`src/rtl/matmul_pkg.sv`:
```
// Shared encodings, address map and STATUS layout for the
// matrix-multiplier sequencer.
package matmul_pkg;

   typedef enum logic [2:0] {
      S_IDLE    = 3'd0,
      S_LOADING = 3'd1,
      S_RUN     = 3'd2,
      S_DONE    = 3'd3,
      S_FAULT   = 3'd4
   } state_t;

   localparam int NUM_OPERANDS = 64;

   localparam logic [8:0] CTRL_ADDR   = 9'h100;
   localparam logic [8:0] STATUS_ADDR = 9'h101;
   localparam logic [8:0] RES_BASE    = 9'h140;

   localparam int CTRL_START   = 0;
   localparam int CTRL_ABORT   = 1;
   localparam int CTRL_IRQ_CLR = 2;
   localparam int CTRL_AUTO    = 3;

   localparam int ST_STATE_LSB = 0;
   localparam int ST_COUNT_LSB = 3;
   localparam int ST_DONE      = 10;
   localparam int ST_ERROR     = 11;
   localparam int ST_TIMEOUT   = 12;
   localparam int ST_OVERRUN   = 13;
   localparam int ST_AUTO      = 15;

   typedef struct packed {
      logic done;
      logic mm_err;
      logic timeout;
      logic overrun;
   } flags_t;

   function automatic logic [15:0] status_word(
      state_t     s,
      logic [6:0] cnt,
      flags_t     f,
      logic       auto_start
   );
      logic [15:0] w;
      w                      = '0;
      w[ST_STATE_LSB +: 3]   = s;
      w[ST_COUNT_LSB +: 7]   = cnt;
      w[ST_DONE]             = f.done;
      w[ST_ERROR]            = f.mm_err;
      w[ST_TIMEOUT]          = f.timeout;
      w[ST_OVERRUN]          = f.overrun;
      w[ST_AUTO]             = auto_start;
      return w;
   endfunction

endpackage

```
`src/rtl/op_scoreboard.sv`:
```
// Operand load tracker: 64-entry bitmap with an incremental
// population count that only moves on first writes.
module op_scoreboard
   import matmul_pkg::*;
(
   input  logic       clk,
   input  logic       reset_n,
   input  logic       set,
   input  logic       clr,
   input  logic [5:0] idx,
   output logic [6:0] count,
   output logic [6:0] count_nxt
);

   logic [NUM_OPERANDS-1:0] loaded;
   logic                    fresh;

   assign fresh     = set && !loaded[idx];
   assign count_nxt = clr ? '0 : count + {6'd0, fresh};

   always_ff @(posedge clk or negedge reset_n) begin
      if (!reset_n) begin
         loaded <= '0;
         count  <= '0;
      end else if (clr) begin
         loaded <= '0;
         count  <= '0;
      end else if (fresh) begin
         loaded[idx] <= 1'b1;
         count       <= count_nxt;
      end
   end

endmodule

```
`src/rtl/matmul_sequencer.sv`:
```
// Host-bus sequencer for the 4x4 complex matrix multiplier:
// operand forwarding, start/abort control, completion supervision.
module matmul_sequencer
   import matmul_pkg::*;
#(
   parameter int Width         = 32,
   parameter int TimeoutCycles = 1024
) (
   input  logic             clk,
   input  logic             reset_n,
   input  logic             write,
   input  logic             read,
   input  logic [8:0]       address,
   input  logic [31:0]      writedata,
   output logic [31:0]      readdata,
   output logic             irq,
   output logic             op_we,
   output logic [5:0]       op_index,
   output logic [Width-1:0] op_data,
   output logic             mm_start,
   output logic             mm_reset,
   input  logic             mm_listo,
   input  logic             mm_error,
   output logic [4:0]       res_index,
   input  logic [Width-1:0] res_data
);

   localparam int         TW   = $clog2(TimeoutCycles);
   localparam logic [6:0] FULL = 7'(NUM_OPERANDS);

   state_t         state;
   state_t         state_nxt;
   flags_t         flags;
   flags_t         flags_nxt;
   logic           auto_start;
   logic [TW-1:0]  tcnt;
   logic [6:0]     count;
   logic [6:0]     count_nxt;
   logic           op_wr;
   logic           ctrl_wr;
   logic           res_rd;
   logic           do_start;
   logic           do_abort;
   logic           do_clr;
   logic           sb_clr;
   logic           expired;
   logic [31:0]    rd_val;

   assign op_wr    = write && (address[8:6] == 3'b000);
   assign ctrl_wr  = write && (address == CTRL_ADDR);
   assign do_start = ctrl_wr && writedata[CTRL_START];
   assign do_abort = ctrl_wr && writedata[CTRL_ABORT];
   assign do_clr   = ctrl_wr && writedata[CTRL_IRQ_CLR];
   assign sb_clr   = do_abort || do_clr;
   assign expired  = (tcnt == TW'(TimeoutCycles - 1));

   // Operand path is blocked while the multiplier owns its register file.
   assign op_we    = op_wr && (state != S_RUN);
   assign op_index = op_we ? address[5:0] : '0;
   assign op_data  = op_we ? Width'(writedata) : '0;

   assign res_rd    = read && (address[8:5] == RES_BASE[8:5]);
   assign res_index = res_rd ? address[4:0] : '0;

   op_scoreboard u_sb (
      .clk       (clk),
      .reset_n   (reset_n),
      .set       (op_we),
      .clr       (sb_clr),
      .idx       (address[5:0]),
      .count     (count),
      .count_nxt (count_nxt)
   );

   always_comb begin
      state_nxt = state;
      flags_nxt = flags;
      if (sb_clr) begin
         state_nxt = S_IDLE;
         flags_nxt = '0;
      end else begin
         unique case (state)
            S_IDLE, S_LOADING: begin
               if (op_wr)
                  state_nxt = S_LOADING;
               if (do_start && (count_nxt != FULL))
                  flags_nxt.overrun = 1'b1;
               if ((count_nxt == FULL) && (do_start || auto_start))
                  state_nxt = S_RUN;
            end
            S_RUN: begin
               if (op_wr)
                  flags_nxt.overrun = 1'b1;
               // Completion beats a timeout landing in the same cycle.
               if (mm_listo) begin
                  if (mm_error) begin
                     state_nxt        = S_FAULT;
                     flags_nxt.mm_err = 1'b1;
                  end else begin
                     state_nxt      = S_DONE;
                     flags_nxt.done = 1'b1;
                  end
               end else if (expired) begin
                  state_nxt         = S_FAULT;
                  flags_nxt.timeout = 1'b1;
               end
            end
            S_DONE, S_FAULT: state_nxt = state;
            default:         state_nxt = S_IDLE;
         endcase
      end
   end

   always_comb begin
      rd_val = '0;
      if (address == STATUS_ADDR)
         rd_val = {16'd0, status_word(state, count, flags, auto_start)};
      else if (res_rd)
         rd_val = 32'(res_data);
   end

   always_ff @(posedge clk or negedge reset_n) begin
      if (!reset_n) begin
         state      <= S_IDLE;
         flags      <= '0;
         auto_start <= 1'b0;
         tcnt       <= '0;
         irq        <= 1'b0;
         mm_start   <= 1'b0;
         mm_reset   <= 1'b0;
         readdata   <= '0;
      end else begin
         state    <= state_nxt;
         flags    <= flags_nxt;
         tcnt     <= (state == S_RUN) ? tcnt + 1'b1 : '0;
         irq      <= ((state == S_DONE) || (state == S_FAULT)) && !sb_clr;
         mm_start <= (state != S_RUN) && (state_nxt == S_RUN);
         mm_reset <= do_abort;
         if (ctrl_wr)
            auto_start <= writedata[CTRL_AUTO];
         if (read)
            readdata <= rd_val;
      end
   end

endmodule

```
`config.mk`:
```
export PLATFORM = sky130hd
export DESIGN_NAME = matmul_sequencer
export DESIGN_NICKNAME = d
export VERILOG_FILES = /design/src/rtl/matmul_pkg.sv /design/src/rtl/op_scoreboard.sv /design/src/rtl/matmul_sequencer.sv
export SDC_FILE = /design/constraint.sdc
export NUM_CORES = 1
export LEC_CHECK = 0
export BUFFER_PORTS_ARGS = -buffer_cell sky130_fd_sc_hd__buf_4
export CAP_MARGIN = 20
export CORE_ASPECT_RATIO = 1.25
export CORE_MARGIN = 1
export CORE_UTILIZATION = 45
export DETAILED_ROUTE_END_ITERATION = 8
export PLACE_DENSITY = 0.7
export SETUP_SLACK_MARGIN = 0.3
export SYNTH_ARGS = -nofsm -noshare
export SYNTH_HDL_FRONTEND = slang
export SYNTH_SLANG_ARGS = --single-unit
```
`constraint.sdc`:
```
create_clock -name clk -period 6.25 [get_ports clk]
set_input_delay 0.9375 -clock clk [delete_from_list [all_inputs] [get_ports clk]]
set_output_delay 0.9375 -clock clk [all_outputs]
set_load 0.01 [all_outputs]
```
After elaboration in Yosys (flattened, before gate mapping)
Cells that the tools add are included. Widths: inputs -> output; s select.

Bits in registers: 124. Bits in latches: 0. RAM bits: 0. Bits in read-only memories: 0. Input port bits: 79. Output and inout bits: 79. Logic and storage cells: 98. Memories: 0.

Add/sub/neg operators: 2. Multiply operators: 0. Divide/modulo/power cells: 0. $lt $le $gt $ge: 2. Equal/unequal tests: 16. Shift-type cells: 0. Muxes and demuxes: 32. Bitwise gates (word level): 1. Reduce and logical (&&, ||, !) cells: 32.

Operator list (count): $mux 64 (2); $mux 32 (3); $or 64x64->64 (1); $mux 3 (7); $mux 7 (3); $eq 9x9->1 const B (2); $logic_and 1x1->1 (13); $reduce_and 3->1 (4); $add 10x1->10 const B (1); $eq 10x10->1 const B (1); $mux 10 (1); $reduce_bool 2->1 (5); $eq 3x2->1 const B (3); $pmux 3 s3 (1); $mux 1 (8); $add 7x1->7 (1); $eq 7x7->1 const B (1); $lt 6x7->1 const B (1); $ne 7x7->1 const B (1); $bmux 1 s6 (1); $demux 1 s6 (1); $ge 6x1->1 const B (1); $logic_not 3->1 (2); $mux 6 (1); other kinds (14) (20).

Longest topological paths before layout
Gate-level depths: netlist (run 1).

Depth after elaboration: 13. Gate-level depth with buffers: 17. Depth with buffers taken out: 13.

Hierarchy
From an unflattened synthesis (run 1), not the netlist that was laid out.

Cell total of the unflattened synthesis: 681. Area total of the unflattened synthesis: 6441.2 um^2.

Modules (own cells, without submodules): op_scoreboard (instances 1, cells each 380, area an instance 3672.3 um^2, sequential area each 1776.7 um^2); matmul_sequencer (instances 1, cells each 301, area an instance 2768.9 um^2, sequential area each 1326.3 um^2).

Least setup slack after synthesis (run 1)
Ideal clock, no wire load.

Path type: input to register. From: input address[0]. To: register flags[0] in the netlist's numbering. Setup time: 121 ps. Arrival: 4127 ps. Required time: 6129 ps. Path slack: 2002 ps. Stages on the path: 16. Buffers on the path: 4. Cell sequence: buf_2 > buf_6 > mux4_2 > mux2_2 > and2_1 > clkbuf_1 > nor3_2 > buf_2 > ha_1 > ha_1 > and3_1 > and3_1 > xnor2_1 > nor4b_1 > o32ai_1 > a22o_1.

Word-level cells in the longest chain between the ends: 10. Elaborated cells between the ends (all ways): 19. Classes of those cells: add/sub: 1; eq/ne: 4; mux: 4; reduce/logical: 10.

Ends and longest elaborated chain: from (decl) (line matmul_sequencer.sv:13) `input logic [8:0] address,`; $bmux 1 s6 (line op_scoreboard.sv:18) `assign fresh = set && !loaded[idx];`; $mux 1 (implied by the code) (line op_scoreboard.sv:18); $logic_not 1->1 (line op_scoreboard.sv:18); $logic_and 1x1->1 (line op_scoreboard.sv:18); $add 7x1->7 (line op_scoreboard.sv:19) `assign count_nxt = clr ? '0 : count + {6'd0, fresh};`; $mux 7 (line op_scoreboard.sv:19); $ne 7x7->1 (line matmul_sequencer.sv:86) `if (do_start && (count_nxt != FULL))`; $logic_and 1x1->1 (line matmul_sequencer.sv:86); $ne 3x3->1 (no source line); $reduce_and 3->1 (no source line); to (signal assigned) (line matmul_sequencer.sv:134) `flags <= flags_nxt;`; to (decl) (line matmul_sequencer.sv:33) `flags_t flags;`.

Several ways; a longest one is shown, not always the timed one. The select of a mux whose other input is x is not followed. A chain may end at the register's enable or synchronous reset.

Final worst setup path (run 1)
From: input address[4]. To: register flags[0] in the netlist's numbering.

Same word-level chain as after synthesis.

==> flow_summary.json, run 1 <==
{
  "postSynthAreaPerCell_um2": 10.6,
  "crit_path_max_incr_delay_ps": 890,
  "p_int_mw": 1.58,
  "clock_sinks": 124,
  "antenna_found_initial": 0,
  "holdBufCountCts": 0,
  "min_period_ps": 4110,
  "worstSetupPathType": "input pin to register",
  "crit_required_ps": 6550,
  "syn_nets": 656,
  "synth_flop_cell": "dfrtp_1",
  "vias": 5135,
  "max_freq_mhz": 243,
  "ios": 158,
  "tightest_slew_ps": 1080,
  "synth_area_leaders": "dfrtp_1 51%, a32o_1 11%, and2_1 4.7%",
  "drive_gt1_share_pct": 30.0,
  "skew_ps": 8.64,
  "first_global_vias": 4908,
  "r2r_start": "u_sb.loaded[59]",
  "power_density_nw_per_um2": 257,
  "n_fill_cell": 1068,
  "p_comb_share_pct": 9.5,
  "rsz0062_at_grt": "false",
  "firstDrtPassIters": 5,
  "grt_pass1_wl_mm": 26.2,
  "synth-edff-count": 0,
  "initial_core_util_pct": 46.1,
  "p_leak_nw": 3.72,
  "ys_types": 49,
  "p_switching_uw": 466,
  "cts_made_buffers": 17,
  "gp_congestion": 0.885,
  "diodes": 0,
  "grt_max_degree": 83,
  "startpoint_type": "input pin",
  "wire_per_inst_um": 18.8,
  "cts_resized": 0,
  "vdd_ir_drop_max_mv": 0.127,
  "max-cap-violations": 0,
  "status": "finished, final reports clean",
  "yosys_warnings": 0,
  "async_flop_share_pct": 100,
  "critPathArrivalTime_ps": 4410,
  "swShare_pct": 22.7,
  "routed_via_density": 5.74,
  "area_delta_synth_final_pct": 31.0,
  "port_buffers": 157,
  "die-height_um": 132,
  "synthCells": 574,
  "die_area_um2": 14000,
  "overflow": 0,
  "hold_ws_ps": 405,
  "post-route-period-util_pct": 65.8,
  "reg2reg_to": "flags[0]",
  "coreArea_um2": 13200,
  "dpl.hpwl_mm": 11.6,
  "relSlewSlack_pct": 27.5,
  "crit_path_cell_trace": "buf_4, nor3b_1, nand3_1, nand3_1, nor3_4, ha_1, ha_1, and3_1, and3_1, xnor2_1, nor4b_1, o32ai_1, a22o_1",
  "r2r_cells": 13,
  "insertion_delay_ps": 410,
  "rows": 47,
  "drv_slew": 0,
  "wirelength_mm": 16.8,
  "clk_pin_slew_ps": 50,
  "setup_viol": 0,
  "synth_top_area_share_pct": 50.9,
  "hold_path.class": "input pin to async pin",
  "post-cts-setup-buffers": 0,
  "hold_violations": 0,
  "clockBufferDepth": 2,
  "crit_fanout": 10,
  "drt_iter0_markers": 423,
  "cts_tree": "yes",
  "dieWidth_um": 106,
  "worstSetupEndpointType": "register",
  "gr-usage-all-layers_pct": 24.1,
  "route.detailed.drc": 0,
  "fin_nets": 792,
  "cp_slowest_cell": "nor3b_1",
  "yosysSeqAreaShare_pct": 50.9,
  "finalSetupTns_ps": 0,
  "drtAntennaViolNets": 0,
  "r2r_slack_ps": 2650,
  "synth_seq_cells": 124,
  "syn_area_um2": 6100,
  "power.share.clock_pct": 48.9,
  "cts_root_buf": "clkbuf_16",
  "yosys.area.top_type": "dfrtp_1",
  "power_frac_seq_pct": 41.6,
  "htreeDepth": 4
}
==> worst max-delay path by stage <==
stage | to | from | slack (ps)
after floorplan | flags[0] | address[0] | 2000
after global placement | flags[0] | address[0] | 1890
after detailed placement | flags[0] | address[4] | 1750
after CTS | flags[0] | address[0] | 2170
after global routing | flags[0] | address[4] | 1810
final | flags[0] | address[4] | 2140
==> kinds of logic after synthesis <==
logic type	after synthesis	synth area share, %
adders and majority gates	3	0.616
AOI/OAI and AO/OA	150	19.5
buffers and inverters	74	5.32
muxes	34	6.94
xor gates and xnor gates	7	1.01
DFF	124	50.9
and+or+nand+nor	182	15.7
==> area by class of cell <==
class	count	area, um^2	share of cell area (%)
Clock inverter	11	141	1.77
Clock buffer	21	470	5.89
Multi-Input combinational cell	376	2690	33.7
Sequential cell	124	3100	38.9
Timing Repair Buffer	168	1280	16.0
Tap cell	171	214	2.68
Inverter	23	86.3	1.08
==> worst max-delay path, delay by kind of cell <==
family	cells	cell delay [ps]
simple gates	7	2380
fa+ha+maj	2	460
compound gates	2	350
buf+inv	1	140
xor+xnor	1	120
==> flip-flops by register name, indices dropped and copies added, names as in the netlist <==
name	count
flags	4
u_sb.count	7
auto_start	1
irq	1
mm_start	1
tcnt	10
state	3
u_sb.loaded	64
mm_reset	1
readdata	32
==> cells in the mapped netlist (3+ instances only) <==
cell        n
and2_1     46
xor2_1      3
a21oi_1    23
a32o_1     65
inv_1      22
mux4_2      6
buf_1       6
buf_2       7
nand2_1    36
nand4_1     5
nand3_1     8
buf_6       4
dfrtp_1   124
nor3_1      9
nor3b_1     5
and3_1      8
nor4b_1     4
nor4_1      5
nor2_1     40
mux2i_1    22
mux2_2      6
xnor2_1     4
nand2b_1    6
clkbuf_1   32
o21ai_0    24
a31oi_1     4
a22oi_1    23
ha_1        3
==> metrics by stage <==
step           utilization (%)  total power, mW  setup slack (ps)  std cells  area [um^2]
2_1_floorplan                -            0.953              2000        574         6100
3_3_place_gp              55.4             1.05              1890        859         7330
3_5_place_dp              55.4             1.06              1750        859         7330
4_1_cts                   60.0             2.06              2170        891         7950
5_1_grt                   60.3             2.12              1810        894         7980
6_report                  60.3             2.05              2140        894         7980
==> cells in the final DEF (no fill, tap or decap), drive strengths merged, types with 8 or more instances in the layout <==
cell type and n:
a21oi 23, a22oi 24, a32o 65, and2 46
and3 8, buf 166, clkbuf 23, dfrtp 124
inv 22, mux2i 22, nand2 36, nand3 8
nor2 40, nor3 10, o21ai 24
==> layer usage <==
| metal | track usage, % | part of all wire, % |
|---|---|---|
| met4 | 6.87 | 1.3 |
| met5 | 0 | 0 |
| met2 | 40.8 | 52 |
| met3 | 4.99 | 4.6 |
| met1 | 31.1 | 42 |
==> power groups by stage <==
stage                     registers [mW]  logic, mW  clock network (mW)
after floorplan                    0.865     0.0880                   0
after global placement             0.864      0.187                   0
after detailed placement           0.866      0.192                   0
after CTS                          0.852      0.193                1.02
after global routing               0.855      0.210                1.06
final                              0.852      0.194                1.00
Power figures use the tool's default switching activity.
==> run 2: changes to the inputs <==
PLACE_DENSITY = 0.72   (was 0.7)
clock period = 3.5 ns   (was 6.25 ns; I/O delays follow)
==> run 2 against run 1 <==
Compared with the run above: first-iteration DRC count is 22% lower; routed wire length is 3.0% higher; clock skew is 2.7 ps higher; die area stayed put; core utilization is 2.6 points higher; final area is 4.4% higher; register-to-register slack worse by 2400 ps; clock power is 100% higher; critical path type is now register to register; critical endpoint unchanged; largest power group unchanged.
==> flow_summary.json, run 2 (synthesis results as in run 1) <==
{
  "insertion_delay_ps": 420,
  "top_regs": "u_sb.loaded: 64 flops, readdata: 32 flops, tcnt: 10 flops",
  "coreArea_um2": 13200,
  "max_freq_mhz": 312,
  "power.share.clock_pct": 51.6,
  "worstSetupEndpointType": "register",
  "diodes": 0,
  "drt_iter0_markers": 331,
  "relSlewSlack_pct": 38.3,
  "antenna_found_initial": 0,
  "hold_path.class": "input pin to async pin",
  "grt_pass1_wl_mm": 27.4,
  "n_fill_cell": 1021,
  "p_int_mw": 3.03,
  "hold_violations": 0,
  "final_cell_mix": "189 x buf_4, 124 x dfrtp_1, 65 x a32o_1",
  "dpl.hpwl_mm": 12.0,
  "dp_slack_ps": -165,
  "die_area_um2": 14000,
  "largest-register": "u_sb.loaded",
  "drive_gt1_share_pct": 33.7,
  "first_global_vias": 5372,
  "r2r_slack_ps": 290,
  "drtAntennaViolNets": 0,
  "p_leak_nw": 3.88,
  "startpoint_type": "register",
  "p_switching_uw": 870,
  "routed_via_density": 5.87,
  "p_comb_share_pct": 9.4,
  "wire_per_inst_um": 18.8,
  "crit_required_ps": 3800,
  "skew_ps": 11.4,
  "grt_max_degree": 75,
  "reg2reg_to": "flags[0]",
  "fin_nets": 816,
  "clk_pin_slew_ps": 60,
  "cts_root_buf": "clkbuf_16",
  "r2r_cells": 13,
  "crit_path_max_incr_delay_ps": 460,
  "vias": 5391,
  "gp_congestion": 0.804,
  "final_common_cell": "buf_4",
  "htreeDepth": 4,
  "power_frac_seq_pct": 39.1,
  "wirelength_mm": 17.3,
  "status": "finished, final reports clean",
  "setup_viol": 0,
  "crit_fanout": 3,
  "gr-usage-all-layers_pct": 25.2,
  "min_period_ps": 3210,
  "initial_core_util_pct": 46.1,
  "crit_path_cell_trace": "mux4_2, mux2_4, a22oi_2, o211ai_2, nor3_4, ha_4, buf_4, and3_4, a32o_1, a31oi_2, nor4b_4, o32ai_1, a22o_1",
  "cts_tree": "yes",
  "tightest_slew_ps": 926,
  "ios": 158,
  "vdd_ir_drop_max_mv": 0.297,
  "drv_slew": 0,
  "power_density_nw_per_um2": 468,
  "firstDrtPassIters": 6,
  "cts_made_buffers": 17,
  "die-height_um": 132,
  "totalPowerFinal_mw": 3.90,
  "critPathArrivalTime_ps": 3510,
  "max-cap-violations": 0,
  "rows": 47,
  "layout.area.seq_um2": 3100,
  "crit_start": "u_sb.loaded[59]",
  "r2r_start": "u_sb.loaded[59]",
  "port_buffers": 157,
  "timing.final.ws_setup_ps": 291,
  "route.detailed.drc": 0,
  "overflow": 0,
  "multiInputGateArea_um2": 2780,
  "dieWidth_um": 106,
  "fin_util_pct": 63.0,
  "clock_sinks": 124,
  "post-route-period-util_pct": 91.7,
  "area_delta_synth_final_pct": 36.7,
  "holdBufCountCts": 0,
  "cp_slowest_cell": "mux4_2",
  "swShare_pct": 22.3,
  "rsz0062_at_grt": "true",
  "worstSetupPathType": "register to register",
  "clockBufferDepth": 2,
  "largest_register_ffs": 64
}
==> run 2: cell types whose count changed in the layout (fill, tap and decap cells not counted), sizes merged <==
| cell | delta |
|---|---|
| bufinv | +3 |
| inv | +1 |
| clkinv | +1 |
| clkbuf | -5 |
| clkinvlp | -2 |
| buf | +26 |
==> run 2: timing repair <==
action                     4_1_cts  5_1_grt
setup endpoints to repair       21        5
buffers inserted                 1        0
pin swaps                        7        0
resized for setup                5        1
==> run 2: worst max-delay path by stage <==
stage               endpoint  cells after the start
CTS                 flags[0]                     13
global route        flags[0]                     13
global placement    flags[0]                     13
detailed placement  state[0]                     14
finish              flags[0]                     13
floorplan           flags[0]                     15
==> run 2: power groups by stage <==
stage                     combinational, mW  clock [mW]  sequential (mW)
after floorplan                       0.161           0             1.55
after global placement                0.352           0             1.55
after detailed placement              0.363           0             1.55
after CTS                             0.368        2.03             1.52
after global routing                  0.395        2.09             1.53
final                                 0.365        2.01             1.52
==> run 2: stage by stage <==
step	area, um^2	instances	setup TNS (ps)	hold WS, ps
after floorplan	6170	574	-102	229
after global placement	7600	884	-625	447
after detailed placement	7610	885	-603	471
after CTS	8330	918	0	288
after global routing	8330	918	0	313
final	8330	918	0	260
==> run 2: worst max-delay path, delay by kind of cell (launching register included) <==
kind,cells,cell delay [ps]
buffers and inverters,1,110
AO/OA/AOI/OAI,6,990
adder cells (fa/ha/maj),1,180
flip-flops,1,380
multiplexers,2,740
AND/OR/NAND/NOR,3,700
==> run 2: final cells by class <==
class | instances | share of cell area (%)
clock buffer | 18 | 5.27
inverter | 23 | 1.04
multi-input combinational | 376 | 33.3
timing repair buffer | 192 | 17.6
sequential | 124 | 37.2
clock inverter | 14 | 2.90
tap | 171 | 2.57
==> run 2: routing by layer <==
layer / wire (um) / up-vias / GRT usage, %
met5: 0 / - / 0
met4: 350 / 0 / 10.1
met3: 1150 / 29 / 6.08
met2: 9150 / 207 / 45.3
met1: 6630 / 2712 / 28.5
li1: - / 2443 / -
==> run 3: changes to the inputs <==
CELL_PAD_IN_SITES_DETAIL_PLACEMENT = 2   (was not set)
CELL_PAD_IN_SITES_GLOBAL_PLACEMENT = 2   (was not set)
CORE_ASPECT_RATIO = not set   (was 1.25)
CORE_UTILIZATION = 30   (was 45)
PLACE_DENSITY = not set   (was 0.72)
PLACE_DENSITY_LB_ADDON = 0.1   (was not set)
==> run 3 against run 2 <==
Compared with the run above: sequential cell count did not move; first-iteration DRC count shrank 10%; critical path depth unchanged; combinational power up 5%; critical path type unchanged; largest cell class unchanged.
==> flow_summary.json, run 3 (synthesis results as in run 1) <==
{
  "status": "finished, final reports clean",
  "met3_length_um": 606,
  "worstSetupEndpointType": "register",
  "dieWidth_um": 145,
  "first_global_vias": 5739,
  "final_common_cell": "buf_4",
  "critPathArrivalTime_ps": 3510,
  "drtAntennaViolNets": 0,
  "die_area_um2": 20900,
  "largest_register_ffs": 64,
  "diodes": 0,
  "clk_pin_slew_ps": 60,
  "wire_per_inst_um": 21.1,
  "r2r_slack_ps": 290,
  "initial_core_util_pct": 30.9,
  "dp_slack_ps": -147,
  "insertion_delay_ps": 420,
  "p_leak_nw": 3.88,
  "largest-register": "u_sb.loaded",
  "max-cap-violations": 0,
  "drive_gt1_share_pct": 34.5,
  "reg2reg_to": "flags[0]",
  "crit_path_max_incr_delay_ps": 470,
  "dpl.hpwl_mm": 14.9,
  "power_density_nw_per_um2": 441,
  "vias": 5366,
  "hold_violations": 0,
  "fin_nets": 824,
  "wl_met1_mm": 8.92,
  "wirelength_mm": 21.5,
  "holdBufCountCts": 0,
  "cts_root_buf": "clkbuf_16",
  "htreeDepth": 4,
  "placed_area_um2": 7790,
  "grt_max_degree": 67,
  "r2r_start": "u_sb.loaded[59]",
  "gp_congestion": 0.800,
  "routed_via_density": 5.27,
  "vdd_ir_drop_max_mv": 0.326,
  "top_regs": "u_sb.loaded: 64 flops, readdata: 32 flops, tcnt: 10 flops",
  "timing.final.ws_setup_ps": 289,
  "cp_slowest_cell": "mux4_2",
  "final_cell_mix": "196 x buf_4, 124 x dfrtp_1, 65 x a32o_1",
  "r2r_cells": 13,
  "tightest_slew_ps": 921,
  "route.detailed.drc": 0,
  "clock_sinks": 124,
  "rsz0062_at_grt": "true",
  "finalSetupTns_ps": 0,
  "startpoint_type": "register",
  "drv_slew": 0,
  "port_buffers": 157,
  "cts_made_buffers": 17,
  "worstSetupPathType": "register to register",
  "area_delta_synth_final_pct": 38.3,
  "final_area_um2": 8430,
  "skew_ps": 10.1,
  "min_period_ps": 3210,
  "grt_pass1_wl_mm": 33.1,
  "relSlewSlack_pct": 38.3,
  "antenna_found_initial": 1,
  "cts_tree": "yes",
  "drt_iter0_markers": 297,
  "ios": 158,
  "gr-usage-all-layers_pct": 21.4,
  "die-height_um": 145,
  "clockBufferDepth": 2,
  "hold_path.class": "input pin to async pin",
  "crit_required_ps": 3800,
  "crit_fanout": 2,
  "top_layer_used": "met4",
  "firstDrtPassIters": 5,
  "max_freq_mhz": 311,
  "overflow": 0,
  "post-route-period-util_pct": 91.7,
  "n_fill_cell": 2058,
  "setup_viol": 0,
  "rows": 51,
  "wl_met2_mm": 11.8,
  "coreArea_um2": 19700,
  "crit_path_cell_trace": "mux4_2, mux2_4, a22oi_2, o211ai_2, nor3_4, ha_4, buf_6, and3_4, a32o_1, a31oi_1, nor4b_2, o32ai_1, a22o_1"
}
==> run 3: worst max-delay path, delay by kind of cell, from the launching register on <==
| family | cells | cell delay (ps) |
|---|---|---|
| flip-flops | 1 | 390 |
| multiplexers | 2 | 750 |
| buffers and inverters | 1 | 90 |
| adder cells (fa/ha/maj) | 1 | 180 |
| AND/OR/NAND/NOR | 3 | 720 |
| AO/OA/AOI/OAI | 6 | 960 |
==> run 3: worst max-delay path by stage <==
stage / from / endpoint / slack, ps / cells past startpoint
detailed placement: address[0] / flags[0] / -150 / 14
CTS: u_sb.loaded[59] / flags[0] / 290 / 13
finish: u_sb.loaded[59] / flags[0] / 290 / 13
floorplan: address[0] / flags[0] / -70 / 15
global route: u_sb.loaded[59] / state[0] / 140 / 13
global placement: address[0] / flags[0] / -60 / 14
==> run 3: routing by layer <==
| metal | GRT usage (%) | up-vias |
|---|---|---|
| met2 | 39.0 | 88 |
| met5 | 0 | - |
| met4 | 6.59 | 0 |
| met1 | 25.9 | 2823 |
| met3 | 3.11 | 6 |
| li1 | - | 2449 |
==> run 3: metrics by stage <==
stage	util, %	instances	power, mW	hold WS [ps]
4_1_cts	42.7	1017	3.77	213
2_1_floorplan	-	574	1.71	229
5_1_grt	42.8	1019	3.86	239
3_3_place_gp	39.5	984	1.92	453
3_5_place_dp	39.5	985	1.93	464
6_report	42.8	1019	3.72	187
==> run 3: what timing repair did <==
item                       in CTS  in global routing
setup endpoints to repair       4                  5
pin swaps                       6                  1
resized for setup               3                  0
buffers inserted                1                  2
==> run 3: layout make-up <==
type                            count  area, um^2  share of cell area [%]
Inverter                           23        86.3                    1.02
Clock inverter                     13         165                    1.96
Clock buffer                       18         439                    5.21
Sequential cell                   124        3100                    36.8
Timing Repair Buffer              200        1530                    18.2
Multi-Input combinational cell    376        2770                    32.9
Tap cell                          265         332                    3.93
==> run 3: where the power goes <==
group / total, mW / switching [mW] / internal, mW
Clock: 1.81 / 0.673 / 1.14
Sequential: 1.52 / 0.0362 / 1.49
Combinational: 0.383 / 0.197 / 0.185
